## src/rtl/gpr_dump_reader.sv

```systemverilog
// Debug/trace reader: walks the general-purpose register file two entries per
// read cycle and streams each value as an indexed valid/ready beat.
module gpr_dump_reader #(
    parameter int unsigned XLEN     = 64,
    parameter int unsigned NUM_REGS = 32
) (
    input  logic            clk,
    input  logic            rst_n,
    input  logic            start,
    input  logic            abort,
    output logic [4:0]      r1_id,
    output logic [4:0]      r2_id,
    input  logic [XLEN-1:0] r1,
    input  logic [XLEN-1:0] r2,
    output logic            dump_valid,
    input  logic            dump_ready,
    output logic [XLEN-1:0] dump_data,
    output logic [4:0]      dump_idx,
    output logic            busy,
    output logic            done
);

    typedef enum logic [2:0] {
        S_IDLE,
        S_READ,
        S_EMIT0,
        S_EMIT1,
        S_DONE
    } state_t;

    state_t          r_state;
    state_t          w_next;
    logic [3:0]      r_pair;
    logic [XLEN-1:0] r_slot0;
    logic [XLEN-1:0] r_slot1;
    logic            w_hs;
    logic            w_last;

    assign w_hs   = dump_valid && dump_ready;
    assign w_last = ({r_pair, 1'b1} == 5'(NUM_REGS - 1));

    always_ff @(posedge clk or negedge rst_n) begin
        if (!rst_n) begin
            r_state <= S_IDLE;
        end else begin
            r_state <= w_next;
        end
    end

    always_comb begin
        w_next = r_state;
        if (abort) begin
            w_next = S_IDLE;
        end else begin
            unique case (r_state)
                S_IDLE:  if (start) w_next = S_READ;
                S_READ:  w_next = S_EMIT0;
                S_EMIT0: if (w_hs) w_next = S_EMIT1;
                S_EMIT1: if (w_hs) w_next = w_last ? S_DONE : S_READ;
                S_DONE:  w_next = S_IDLE;
                default: w_next = S_IDLE;
            endcase
        end
    end

    // Slots hold the pair as read in READ; later register writes do not leak in.
    always_ff @(posedge clk or negedge rst_n) begin
        if (!rst_n) begin
            r_pair  <= '0;
            r_slot0 <= '0;
            r_slot1 <= '0;
        end else if (!abort) begin
            if (r_state == S_IDLE && start) begin
                r_pair <= '0;
            end
            if (r_state == S_READ) begin
                r_slot0 <= r1;
                r_slot1 <= r2;
            end
            if (r_state == S_EMIT1 && w_hs && !w_last) begin
                r_pair <= r_pair + 4'd1;
            end
        end
    end

    always_comb begin
        r1_id      = '0;
        r2_id      = '0;
        dump_valid = 1'b0;
        dump_data  = '0;
        dump_idx   = '0;
        busy       = (r_state != S_IDLE);
        done       = (r_state == S_DONE);
        unique case (r_state)
            S_READ: begin
                r1_id = {r_pair, 1'b0};
                r2_id = {r_pair, 1'b1};
            end
            S_EMIT0: begin
                dump_valid = 1'b1;
                dump_data  = r_slot0;
                dump_idx   = {r_pair, 1'b0};
            end
            S_EMIT1: begin
                dump_valid = 1'b1;
                dump_data  = r_slot1;
                dump_idx   = {r_pair, 1'b1};
            end
            default: ;
        endcase
    end

endmodule

```

## config.mk

```make
export PLATFORM = sky130hd
export DESIGN_NAME = gpr_dump_reader
export DESIGN_NICKNAME = d
export VERILOG_FILES = /design/src/rtl/gpr_dump_reader.sv
export SDC_FILE = /design/constraint.sdc
export NUM_CORES = 1
export LEC_CHECK = 0
export BUFFER_PORTS_ARGS = -buffer_cell sky130_fd_sc_hd__buf_2
export CAP_MARGIN = 20
export CORE_MARGIN = 8
export CORE_UTILIZATION = 35
export CTS_CLUSTER_DIAMETER = 120
export CTS_CLUSTER_SIZE = 14
export DETAILED_ROUTE_END_ITERATION = 16
export HOLD_SLACK_MARGIN = 0.08
export PLACE_DENSITY = 0.66
export SLEW_MARGIN = 40
export SYNTH_ARGS = -nofsm -noshare
export SYNTH_HDL_FRONTEND = slang
export SYNTH_SLANG_ARGS = --single-unit
```

## constraint.sdc

```tcl
create_clock -name clk -period 3.3 [get_ports clk]
set_clock_uncertainty 0.2 [all_clocks]
set_input_delay 0.165 -clock clk [delete_from_list [all_inputs] [get_ports clk]]
set_output_delay 0.165 -clock clk [all_outputs]
set_load 0.03 [all_outputs]
```

## Word level (Yosys, flattened, before mapping)

Index checks and enable logic that the tools add are counted.

- Logic and storage cells: 39
- Input bits: 133
- Output and inout port bits: 82
- Register bits after elaboration: 135

- Bitwise logic cells: 1
- Equal/unequal tests: 8
- Add/subtract/negate cells: 1
- Multiplexer cells: 13
- Reduce and logical (&&, ||, !) cells: 12

Operators by type and width:

| kind | count |
|---|---|
| 64-bit case mux with 2 select lines | 1 |
| 3-bit two-way mux | 5 |
| 3-bit case mux with 4 select lines | 1 |
| 5-bit two-way mux | 2 |
| 5-bit case mux with 2 select lines | 1 |
| 3-bit inequality test, second input constant | 3 |
| 4-bit two-way mux | 2 |
| 3-bit by 2-bit equality test with 1-bit output, second input constant | 2 |
| 4-bit by 1-bit adder with 4-bit output, second input constant | 1 |
| 4-bit equality test, second input constant | 1 |
| 1-bit logical AND | 4 |
| 2-bit AND reduction | 2 |
| 3-bit by 1-bit equality test with 1-bit output, second input constant | 1 |
| 3-bit equality test, second input constant | 1 |
| 3-bit zero test | 1 |
| 3-bit AND reduction | 1 |
| 3-bit nonzero test | 1 |
| 2-bit nonzero test | 1 |
| 2-bit OR reduction | 1 |
| 1-bit zero test | 1 |
| 1-bit two-way mux | 1 |
| 1-bit inverter | 1 |

## Depth between registers and ports, before layout

Gate-level depths: netlist of the first run.

- Word-level depth: 8
- Gate-level depth with buffers: 5
- Gate-level depth less buffers: 5

## Worst setup path before layout of the first run

No wires, ideal clock.

- Path kind: register to register
- Start point: register r_state[2]
- End point: register r_slot0[40]
- Clock period less this slack: 2.082 ns
- Stages on the path, launching flop included: 6
- Path buffers: 2
- Data required time: 2.973 ns
- Library setup time: 0.127 ns
- Arrival time: 1.754 ns
- Setup slack: 1.218 ns
- Path through: dfrtp_1 nor3b_4 and2b_4 buf_8 buf_6 mux2_1

- Cells in the longest elaborated chain, start to end: 2

Ends and longest elaborated chain:

| element | line | text |
|---|---|---|
| start: declaration | 31 | `state_t r_state;` |
| start signal: assignment | 46 | `r_state <= w_next;` |
| 3-bit by 1-bit equality test with 1-bit output | 76 | `if (r_state == S_READ) begin` |
| 2-bit AND reduction (no line) | n/a |  |
| end signal: assignment | 77 | `r_slot0 <= r1;` |
| end: declaration | 34 | `logic [XLEN-1:0] r_slot0;` |

Every way passes these cells.
A chain may end at the register's enable or synchronous reset.

## Worst setup path after layout of the first run

- Start point: register r_state[1]
- End point: output port dump_data[58]

- Cells in the longest elaborated chain, start to end: 2
- Elaborated cells on any way between the ends: 3
- Those cells by class: eq/ne: 2; mux: 1

Ends and longest elaborated chain:

| element | line | text |
|---|---|---|
| 3-bit by 2-bit equality test with 1-bit output | 94 | `unique case (r_state)` |
| 64-bit case mux with 2 select lines (*) | 94 |  |
| end: declaration | 17 | `output logic [XLEN-1:0] dump_data,` |

Every way passes the cells marked *; elsewhere a longest branch is shown, timed or not.

==> results.md, run 1 <==
- Yosys reg bits: 135
- TNS Setup: 0 ns
- Site row count: 49
- CP required: 2.93 ns
- Worst setup endpoint: dump_data[58]
- Hold Path Class: input pin to async pin
- Critical path, cell by cell: or2b_2 > buf_12 > nor2_1 > buf_2
- Most Crowded Layer GR: met2
- Post-place setup slack: 0.9931 ns
- Final Cycle Share: 77.85%
- Peak VDD IR: 0.0005052 V
- Max-slew violations: 0
- Reg2reg setup slack: 0.88 ns
- Post-synthesis sequential area ratio: 53.52%
- Post-synth EDFFs: 0
- Netlist cell types: 33
- Largest net degree at the start of global routing: 129
- F_max: 0.3893 GHz
- CP Launch Type: flip-flop
- Largest stage delay on the critical path: 0.56 ns
- Worst R2R Start: r_state[1]
- Drc violations: 0
- Setup bufs post-CTS: 0
- Mapped Nets: 608
- Post-route minimum period: 2.569 ns
- Crit Path Class: flip-flop to output port
- Vias: 4,939
- Leak pwr: 4.400 nW
- Synthesis-to-finish area growth: 49.28%
- CP startpoint: r_state[1]
- Most frequent cell after synthesis: dfrtp_1
- Top cells by area, synth: dfrtp_1, mux2_2, mux2i_1
- Die extent in x: 150.3 um
- Final worst setup slack: 0.7311 ns
- Total number of yosys warnings: 0
- Longest Clk Path Bufs: 2
- Slowest CP cell: dfrtp_1
- Antenna Nets Post-Route: 0
- Layout cells sized above 1: 44.28%
- Port bufs: 213
- Layout Nets: 943
- R2r endpoint: r_slot1[16]
- Die Span Y: 150.3 um
- Clock buffer count from CTS: 17
- Initial core utilization: 35.38%
- Total clock sinks: 135
- RSZ-0062 raised after global routing: false
- Final setup vio count: 0
- Status: complete, no violations
- Max-Cap Viols: 0
- Arr. time, crit path: 2.20 ns
- Post-detail-place hpwl: 10,500 um
- Root Buffer: clkbuf_16
- Relative slew slack: 41.95%
- Global route overflow: 0
- Post-CTS sizing: 0
- M2 GR Usage: 25.00%
- CTS clk-pin slew, worst paths: 0.06 ns
- R2R depth: 4
- Vias in the first global route: 5,360
- WL/cell: 16.20 um
- Cell taking the most area after synthesis: dfrtp_1
- I/O pin cnt: 215
- M1 GR Usage: 17.18%
- CTS tree: done
- Share of the synthesized area in the top cell type: 53.52%
- Vias/cell: 4.686
- Placer Congestion: 0.7256
- Top FF cell, synth: dfrtp_1
- Mapped Area: 6312 um^2
- Mean Syn Cell Area: 13.32 um^2
- Gr usage total: 15.02%
- Htree depth: 4
- Power Density: 754.6 nW/um^2
- First-pass DRT Iterations: 4
- 1st-iter DRT viols: 182
- Synthesized instance count: 474
- Clk_lat worst skew: 0.41 ns
- Fraction of registers with async set/reset: 100.0%
- Met3 Track Usage GR: 5.711%
- First-pass GRT wire length: 26,990 um
- Full die area: 22,590 um^2
- Total wire length: 17,080 um
- CP Max Fanout: 44
- CTS Hold Bufs: 133
- Most instantiated cells after synthesis: dfrtp_1, mux2_2, nor2_1, mux2i_1, mux2_1
- CP Capture Type: output port
- Worst-Margin Slew: 0.8708 ns
- Core region area: 17,840 um^2
- Fin. Hold Viols: 0
- Initial antenna violation count: 1
-- cell usage in the layout (no fill, tap or decap), drive strengths merged, types with 6 or more instances in the layout --
cell,synthesis,final
buf,23,218
dfrtp,135,135
dlygate4sd3,0,133
mux2,128,128
nor2,68,68
mux2i,64,64
clkbuf,12,18
and2,8,8
inv,4,7
nand3,6,6
-- metrics by stage --
stage          util (%)  total power [mW]  hold slack [ns]  instance area [um^2]  instances
2_1_floorplan         -             4.429          -0.3306                  6312        474
3_3_place_gp      41.75             4.896          0.01387                  7448        886
3_5_place_dp      41.75             4.982          0.01256                  7448        886
4_1_cts           52.77             7.196           0.1283                  9415       1051
5_1_grt           52.79             7.531           0.1524                  9418       1052
6_report          52.82             7.110          0.09752                  9423       1054
-- cell type report --
class | count | area (um^2)
antenna | 3 | 7.507
clock buffer | 18 | 439.2
clock inverter | 14 | 196.4
fill | 1502 | 8418
inverter | 4 | 15.01
multi-input combinational | 300 | 2618
sequential | 135 | 3382
tap | 229 | 286.5
timing repair buffer | 351 | 2479
-- per-layer routing --
layer / share of wire [%] / wire length (um) / up-vias
li1: - / - / 2317
met1: 41 / 6961 / 2437
met2: 50 / 8507 / 156
met3: 7.3 / 1245 / 29
met4: 2.1 / 366 / 0
met5: 0 / 0 / -
-- worst max-delay path: cells and delay by family, from the launching register on --
| family | cells | cell delay (ns) |
|---|---|---|
| DFF | 1 | 0.56 |
| buffers and inverters | 2 | 0.48 |
| and+or+nand+nor | 2 | 0.70 |
-- power by group --
group          total, mW  internal, mW  switching, mW  leakage (nW)
Sequential          2.87          2.46          0.410          1.61
Clock               2.04          1.29          0.744         0.303
Combinational       2.20          1.15           1.05          2.49
Total               7.11          4.90           2.21          4.40
-- worst min-delay path by stage --
stage | startpoint | endpoint | slack (ns) | depth (start not counted)
after floorplan | rst_n | r_pair[0] | -0.33 | 0
after global placement | rst_n | r_slot1[15] | 0.01 | 1
after detailed placement | rst_n | r_slot1[16] | 0.01 | 1
after CTS | rst_n | r_slot1[16] | 0.13 | 2
after global routing | rst_n | r_slot1[16] | 0.15 | 2
final | rst_n | r_slot1[16] | 0.1 | 2
-- sequential cells by signal, indices dropped and copies added, names as in the netlist --
register	count
r_state	3
r_slot1	64
r_slot0	64
r_pair	4
-- cells by family after synthesis --
group / count (synthesis) / synth area share, %
xor+xnor: 1 / 0.1388
compound gates: 12 / 1.209
flops: 135 / 53.52
other cells: 1 / 0.05941
fa+ha+maj: 1 / 0.1982
mux: 192 / 32.98
buf+inv: 39 / 5.034
simple gates: 93 / 6.859
Note: power is estimated with default switching activity, not from simulation.
==> inputs of run 2 (changes only) <==
--- a/config.mk
+++ b/config.mk
@@ -13,7 +13,7 @@
 export CTS_CLUSTER_SIZE = 14
 export DETAILED_ROUTE_END_ITERATION = 16
 export HOLD_SLACK_MARGIN = 0.08
-export PLACE_DENSITY = 0.66
+export PLACE_DENSITY = 0.68
 export SLEW_MARGIN = 40
 export SYNTH_ARGS = -nofsm -noshare
 export SYNTH_HDL_FRONTEND = slang
==> constraint.sdc (replaced) <==
create_clock -name clk -period 2.3 [get_ports clk]
set_clock_uncertainty 0.2 [all_clocks]
set_input_delay 0.115 -clock clk [delete_from_list [all_inputs] [get_ports clk]]
set_output_delay 0.115 -clock clk [all_outputs]
set_load 0.03 [all_outputs]
==> run 2 against run 1 <==
- final cell count rose by 0.19%
- sequential power rose by 44%
- clock power rose by 26%
- flip-flop and latch count did not move
- critical path depth did not move
- global-route usage fell by 0.050 points
- combinational power rose by 45%
==> results.md, run 2 (synthesis results as in run 1) <==
- Status: complete, no violations
- Vias in the first global route: 5,440 (+1.5%)
- RSZ-0062 raised after global routing: false
- Antenna Nets Post-Route: 0 (unchanged)
- Pwr Total: 9.875 mW (+39%)
- Hold path depth: 3
- Most common cell after layout, fill and taps aside: buf_2
- Finished layout cell area: 9425 um^2 (about the same)
- Total wire length: 16,880 um (-1.2%)
- Largest net degree at the start of global routing: 73 (-43%)
- Buf/Inv on CP: 2 (unchanged)
- Final Non-Filler Cells: 1,056 (+0.19%)
- Die Span Y: 150.3 um (unchanged)
- Gr usage total: 14.97% (-0.050 points)
- Most frequent cells in the layout: buf_2, dlygate4sd3_1, dfrtp_1
- Delay-heaviest family, CP: simple AND/OR/NAND/NOR gates
- CP required: 1.99 ns (-0.94 ns)
- Clk_lat worst skew: 0.40 ns (about the same)
- Largest regs: r_slot0: 64 flops, r_slot1: 64 flops, r_pair: 4 flops
- Initial antenna violation count: 0 (-1)
- Layout Nets: 947 (+0.42%)
- Vias/cell: 4.672 (-0.29%)
- Leak pwr: 4.398 nW (about the same)
- Multi-input gate area: 2618 um^2 (unchanged)
- Met3 Wirelength: 1015 um (-18%)
- Root Buffer: clkbuf_16
- WHS Endpoint: r_slot0[49]
- Hold Crit Start: r1[49]
- Placed Instance Area: 7488 um^2 (+0.54%)
- R2R depth: 4 (unchanged)
- R2r endpoint: r_slot1[52]
- 1st-iter DRT viols: 141 (-23%)
- WL/cell: 15.98 um (-1.4%)
- Worst R2R Start: r_state[2]
- Final Cycle Share: 94.83%
- Relative slew slack: 64.78% (+23 points)
- Site row count: 49 (unchanged)
- First-pass GRT wire length: 26,900 um (-0.36%)
- Crit Path Class: flip-flop to output port
- Peak VDD IR: 0.0005358 V (+6.1%)
- Total clock sinks: 135 (unchanged)
- Initial core utilization: 35.38% (unchanged)
- Vias: 4,934 (-0.10%)
- Core region area: 17,840 um^2 (unchanged)
- Placer Congestion: 0.7649 (+5.4%)
- Synthesis-to-finish area growth: 49.32% (about the same)
- Final setup vio count: 0 (unchanged)
- Clock buffer count from CTS: 17 (unchanged)
- Full die area: 22,590 um^2 (unchanged)
- Register Area: 3385 um^2 (about the same)
- Largest stage delay on the critical path: 0.46 ns (-0.10 ns)
- CP Launch Type: flip-flop
- Port bufs: 213 (unchanged)
- Critical path, cell by cell: or2b_2 > buf_4 > nor2_1 > buf_2
- CP Capture Type: output port
- Top routing layer in use: met4
- WP depth: 4 (unchanged)
- Met1 wire length: 7042 um (+1.2%)
- Fillers: 1,495 (-0.47%)
- TNS Setup: 0 ns (unchanged)
- F_max: 0.4585 GHz
- Post-detail-place hpwl: 10,540 um (+0.35%)
- Worst-Margin Slew: 0.5283 ns (-0.3425 ns)
- Layout cells sized above 1: 44.67% (+0.39 points)
- CTS tree: done
- Power Density: 1048 nW/um^2 (+39%)
- Placed cells: 888 (+0.23%)
- Htree depth: 4 (unchanged)
- Global route overflow: 0 (unchanged)
- Drc violations: 0 (unchanged)
- Post-route minimum period: 2.181 ns
- CTS clk-pin slew, worst paths: 0.06 ns (about the same)
- Max-slew violations: 0 (unchanged)
- Max-Cap Viols: 0 (unchanged)
- Die extent in x: 150.3 um (unchanged)
- WL met2: 8610 um (+1.2%)
- I/O pin cnt: 215 (unchanged)
- Longest Clk Path Bufs: 2 (unchanged)
- Hold Path Class: input pin to flip-flop
- Slowest CP cell: dfrtp_2
- Reg2reg setup slack: 0.22 ns (-0.66 ns)
- CP Max Fanout: 31 (-30%)
- Arr. time, crit path: 1.87 ns (-0.33 ns)
- First-pass DRT Iterations: 4 (unchanged)
- Fin. Hold Viols: 0 (unchanged)
==> run 2: changes by cell type in the layout (fill, tap and decap cells not counted), sizes merged <==
cell    before  now
diode        3    1
clkbuf      18   21
buf        218  222
clkinv       4    6
bufinv       4    1
inv          7    5
==> run 2: area by class of cell <==
| cell class | instances | area share [%] |
|---|---|---|
| Antenna cell | 1 | 0.02655 |
| Clock buffer | 21 | 4.991 |
| Clock inverter | 11 | 1.049 |
| Inverter | 4 | 0.1593 |
| Multi-Input combinational cell | 300 | 27.77 |
| Sequential cell | 135 | 35.91 |
| Tap cell | 229 | 3.040 |
| Timing Repair Buffer | 355 | 27.05 |
==> run 2: per-stage QoR <==
stage / setup WS [ns] / hold WS [ns] / util, %
2_1_floorplan: 0.2184 / -0.3806 / -
3_3_place_gp: 0.2389 / -0.1936 / 41.97
3_5_place_dp: 0.2002 / -0.1913 / 41.97
4_1_cts: 0.007564 / 0.2387 / 52.75
5_1_grt: 0.01301 / 0.2433 / 52.82
6_report: 0.1188 / 0.2634 / 52.83
==> run 2: repair_timing <==
item | CTS | global route
cloned | 0 | 0
hold endpoints to repair | 270 | 0
hold buffers | 134 | 0
setup buffers | 0 | 1
gates resized for setup | 1 | 2
endpoints found under the setup margin | 7 | 9
==> run 2: per-layer routing <==
| layer | track usage (%) | vias to the layer above |
|---|---|---|
| met4 | 5.297 | 0 |
| li1 | - | 2328 |
| met1 | 17.33 | 2433 |
| met2 | 25.63 | 154 |
| met5 | 0 | - |
| met3 | 4.689 | 19 |
==> run 2: tightest hold or removal path, cell delays in order <==
cell	delay, ns
dlygate4sd3_1	0.52
buf_2	0.09
mux2_1	0.11
==> run 2: how the worst max path moves through the flow <==
| stage | endpoint | startpoint | slack, ns |
|---|---|---|---|
| after floorplan | r_slot0[40] | r_state[2] | 0.22 |
| after global placement | r_slot0[51] | r_state[1] | 0.24 |
| after detailed placement | r_slot1[6] | r_state[1] | 0.20 |
| after CTS | dump_data[19] | r_state[2] | 0.008 |
| after global routing | dump_data[19] | r_state[0] | 0.01 |
| final | dump_data[39] | r_state[2] | 0.12 |
==> run 2: report_power, final <==
part           leakage, nW  switching, mW  internal (mW)
combinational         2.52           1.52           1.66
clock                0.275           1.01           1.57
sequential            1.60          0.582           3.54
total                 4.40           3.11           6.77
==> inputs of run 3 (changes only) <==
--- a/config.mk
+++ b/config.mk
@@ -5,7 +5,7 @@
 export SDC_FILE = /design/constraint.sdc
 export NUM_CORES = 1
 export LEC_CHECK = 0
-export BUFFER_PORTS_ARGS = -buffer_cell sky130_fd_sc_hd__buf_2
+export BUFFER_PORTS_ARGS = -buffer_cell sky130_fd_sc_hd__buf_4
 export CAP_MARGIN = 20
 export CORE_MARGIN = 8
 export CORE_UTILIZATION = 35
@@ -13,7 +13,8 @@
 export CTS_CLUSTER_SIZE = 14
 export DETAILED_ROUTE_END_ITERATION = 16
 export HOLD_SLACK_MARGIN = 0.08
-export PLACE_DENSITY = 0.68
+export PLACE_DENSITY = 0.66
+export REMOVE_ABC_BUFFERS = 1
 export SLEW_MARGIN = 40
 export SYNTH_ARGS = -nofsm -noshare
 export SYNTH_HDL_FRONTEND = slang
==> constraint.sdc (replaced) <==
create_clock -name clk -period 2.81 [get_ports clk]
set_clock_uncertainty 0.2 [all_clocks]
set_input_delay 0.1405 -clock clk [delete_from_list [all_inputs] [get_ports clk]]
set_output_delay 0.1405 -clock clk [all_outputs]
set_load 0.03 [all_outputs]
==> run 3 against run 2 <==
- via count grew 0.59%
- hold slack gained 0.024 ns
- critical endpoint is now dump_data[37]
- sequential power shrank 18%
- largest power group unchanged
- count of clock-buffer cells in the layout shrank 3
- non-clock buffer count is the same
- die area is the same
==> results.md, run 3 (synthesis results as in run 1) <==
- Layout cells sized above 1: 44.43% (-0.24 points)
- Hold Path Class: flip-flop to flip-flop
- Leak pwr: 4.511 nW (+2.6%)
- CP Capture Type: output port
- Most frequent cells in the layout: buf_4, dlygate4sd3_1, dfrtp_1
- Final setup vio count: 0 (unchanged)
- CTS Hold Bufs: 135 (+0.75%)
- Antenna Nets Post-Route: 0 (unchanged)
- Critical path, cell by cell: or2b_2 > buf_12 > nor2_1 > buf_4
- Vias: 4,963 (+0.59%)
- Htree depth: 4 (unchanged)
- Max-slew violations: 0 (unchanged)
- Power Density: 831.8 nW/um^2 (-21%)
- Slowest CP cell: or2b_2
- Ant diodes: 0 (-1)
- 1st-iter DRT viols: 181 (+28%)
- Max-Cap Viols: 0 (unchanged)
- Die extent in x: 150.3 um (unchanged)
- Largest regs: r_slot0: 64 flops, r_slot1: 64 flops, r_pair: 4 flops
- Post-detail-place hpwl: 11,320 um (+7.5%)
- Total wire length: 17,280 um (+2.4%)
- Die Span Y: 150.3 um (unchanged)
- Relative slew slack: 54.81% (-10 points)
- Worst-Margin Slew: 0.6778 ns (+0.1495 ns)
- WL/cell: 16.38 um (+2.5%)
- Final hold slack: 0.2871 ns (+0.02375 ns)
- Fin. Hold Viols: 0 (unchanged)
- Layout Nets: 947 (unchanged)
- Placer Congestion: 0.7304 (-4.5%)
- Gr usage total: 15.50% (+0.53 points)
- CTS clk-pin slew, worst paths: 0.06 ns (about the same)
- First-pass DRT Iterations: 4 (unchanged)
- Vias/cell: 4.704 (+0.68%)
- Largest net degree at the start of global routing: 68 (-6.8%)
- CP Max Fanout: 37 (+19%)
- Top routing layer in use: met4
- RSZ-0062 raised after global routing: false
- Met3 Wirelength: 1157 um (+14%)
- Drc violations: 0 (unchanged)
- First-pass GRT wire length: 27,920 um (+3.8%)
- Met1 wire length: 6611 um (-6.1%)
- Peak VDD IR: 0.0004401 V (-18%)
- F_max: 0.3846 GHz
- I/O pin cnt: 215 (unchanged)
- Arr. time, crit path: 2.26 ns (+0.39 ns)
- Clock buffer count from CTS: 17 (unchanged)
- Buf/Inv on CP: 2 (unchanged)
- Full die area: 22,590 um^2 (unchanged)
- WL met2: 9137 um (+6.1%)
- Setup bufs post-CTS: 0 (unchanged)
- Core region area: 17,840 um^2 (unchanged)
- Fillers: 1,430 (-4.3%)
- CP Launch Type: flip-flop
- Initial core utilization: 35.38% (unchanged)
- Site row count: 49 (unchanged)
- Root Buffer: clkbuf_16
- Port bufs: 213 (unchanged)
- Finished layout cell area: 9928 um^2 (+5.3%)
- Vias in the first global route: 5,698 (+4.7%)
- Post-route minimum period: 2.600 ns
- Final Cycle Share: 92.52%
- Longest Clk Path Bufs: 2 (unchanged)
- Total clock sinks: 135 (unchanged)
- Initial antenna violation count: 0 (unchanged)
- CP required: 2.47 ns (+0.48 ns)
- Status: complete, no violations
- Post-CTS sizing: 0 (-1)
- Synthesis-to-finish area growth: 57.28%
- CTS tree: done
- Global route overflow: 0 (unchanged)
- Most common cell after layout, fill and taps aside: buf_4
- Crit Path Class: flip-flop to output port
- Clk_lat worst skew: 0.40 ns (about the same)
- Placed Instance Area: 8003 um^2 (+6.9%)
- Delay-heaviest family, CP: simple AND/OR/NAND/NOR gates
- Largest stage delay on the critical path: 0.61 ns (+0.15 ns)
-- run 3: power by group --
group | leakage (nW) | switching, mW | internal [mW]
sequential | 1.61 | 0.481 | 2.89
clock | 0.273 | 0.847 | 1.25
combinational | 2.63 | 1.28 | 1.51
-- run 3: final timing paths --
| check | start | end | slack (ns) | cells after the start |
|---|---|---|---|---|
| setup / recovery | r_state[1] | dump_data[37] | 0.21 | 4 |
| hold / removal | r_slot1[11] | r_slot1[11] | 0.29 | 1 |
| setup reg to reg | r_state[0] | r_state[0] | 0.44 | 6 |
| hold reg to reg | r_slot1[11] | r_slot1[11] | 0.29 | 1 |
| max in group asynchronous | rst_n | r_slot1[61] | 1.29 | 4 |
| min in group asynchronous | rst_n | r_slot0[28] | 0.62 | 4 |
-- run 3: metrics by stage --
stage	setup slack [ns]	TNS, ns	power, mW	util (%)	cells
floorplan	-2.038	-306.14	5.148	-	439
global placement	0.6073	0	5.886	44.86	888
detailed placement	0.4967	0	6.038	44.86	888
CTS	0.2016	0	8.334	55.65	1055
global route	0.09392	0	8.787	55.65	1055
finish	0.2102	0	8.258	55.65	1055
-- run 3: layer usage --
metal / vias to the layer above / global-route usage, %
li1: 2321 / -
met5: - / 0
met4: 0 / 5.447
met2: 156 / 28.05
met1: 2455 / 16.30
met3: 31 / 5.500
-- run 3: final cells by class --
class / count / area [um^2] / share of cell area, %
sequential: 135 / 3382 / 34.06
timing repair buffer: 355 / 3063 / 30.85
multi-input combinational: 300 / 2618 / 26.36
clock buffer: 18 / 439.2 / 4.423
tap: 229 / 286.5 / 2.886
clock inverter: 14 / 125.1 / 1.260
inverter: 4 / 15.01 / 0.1512
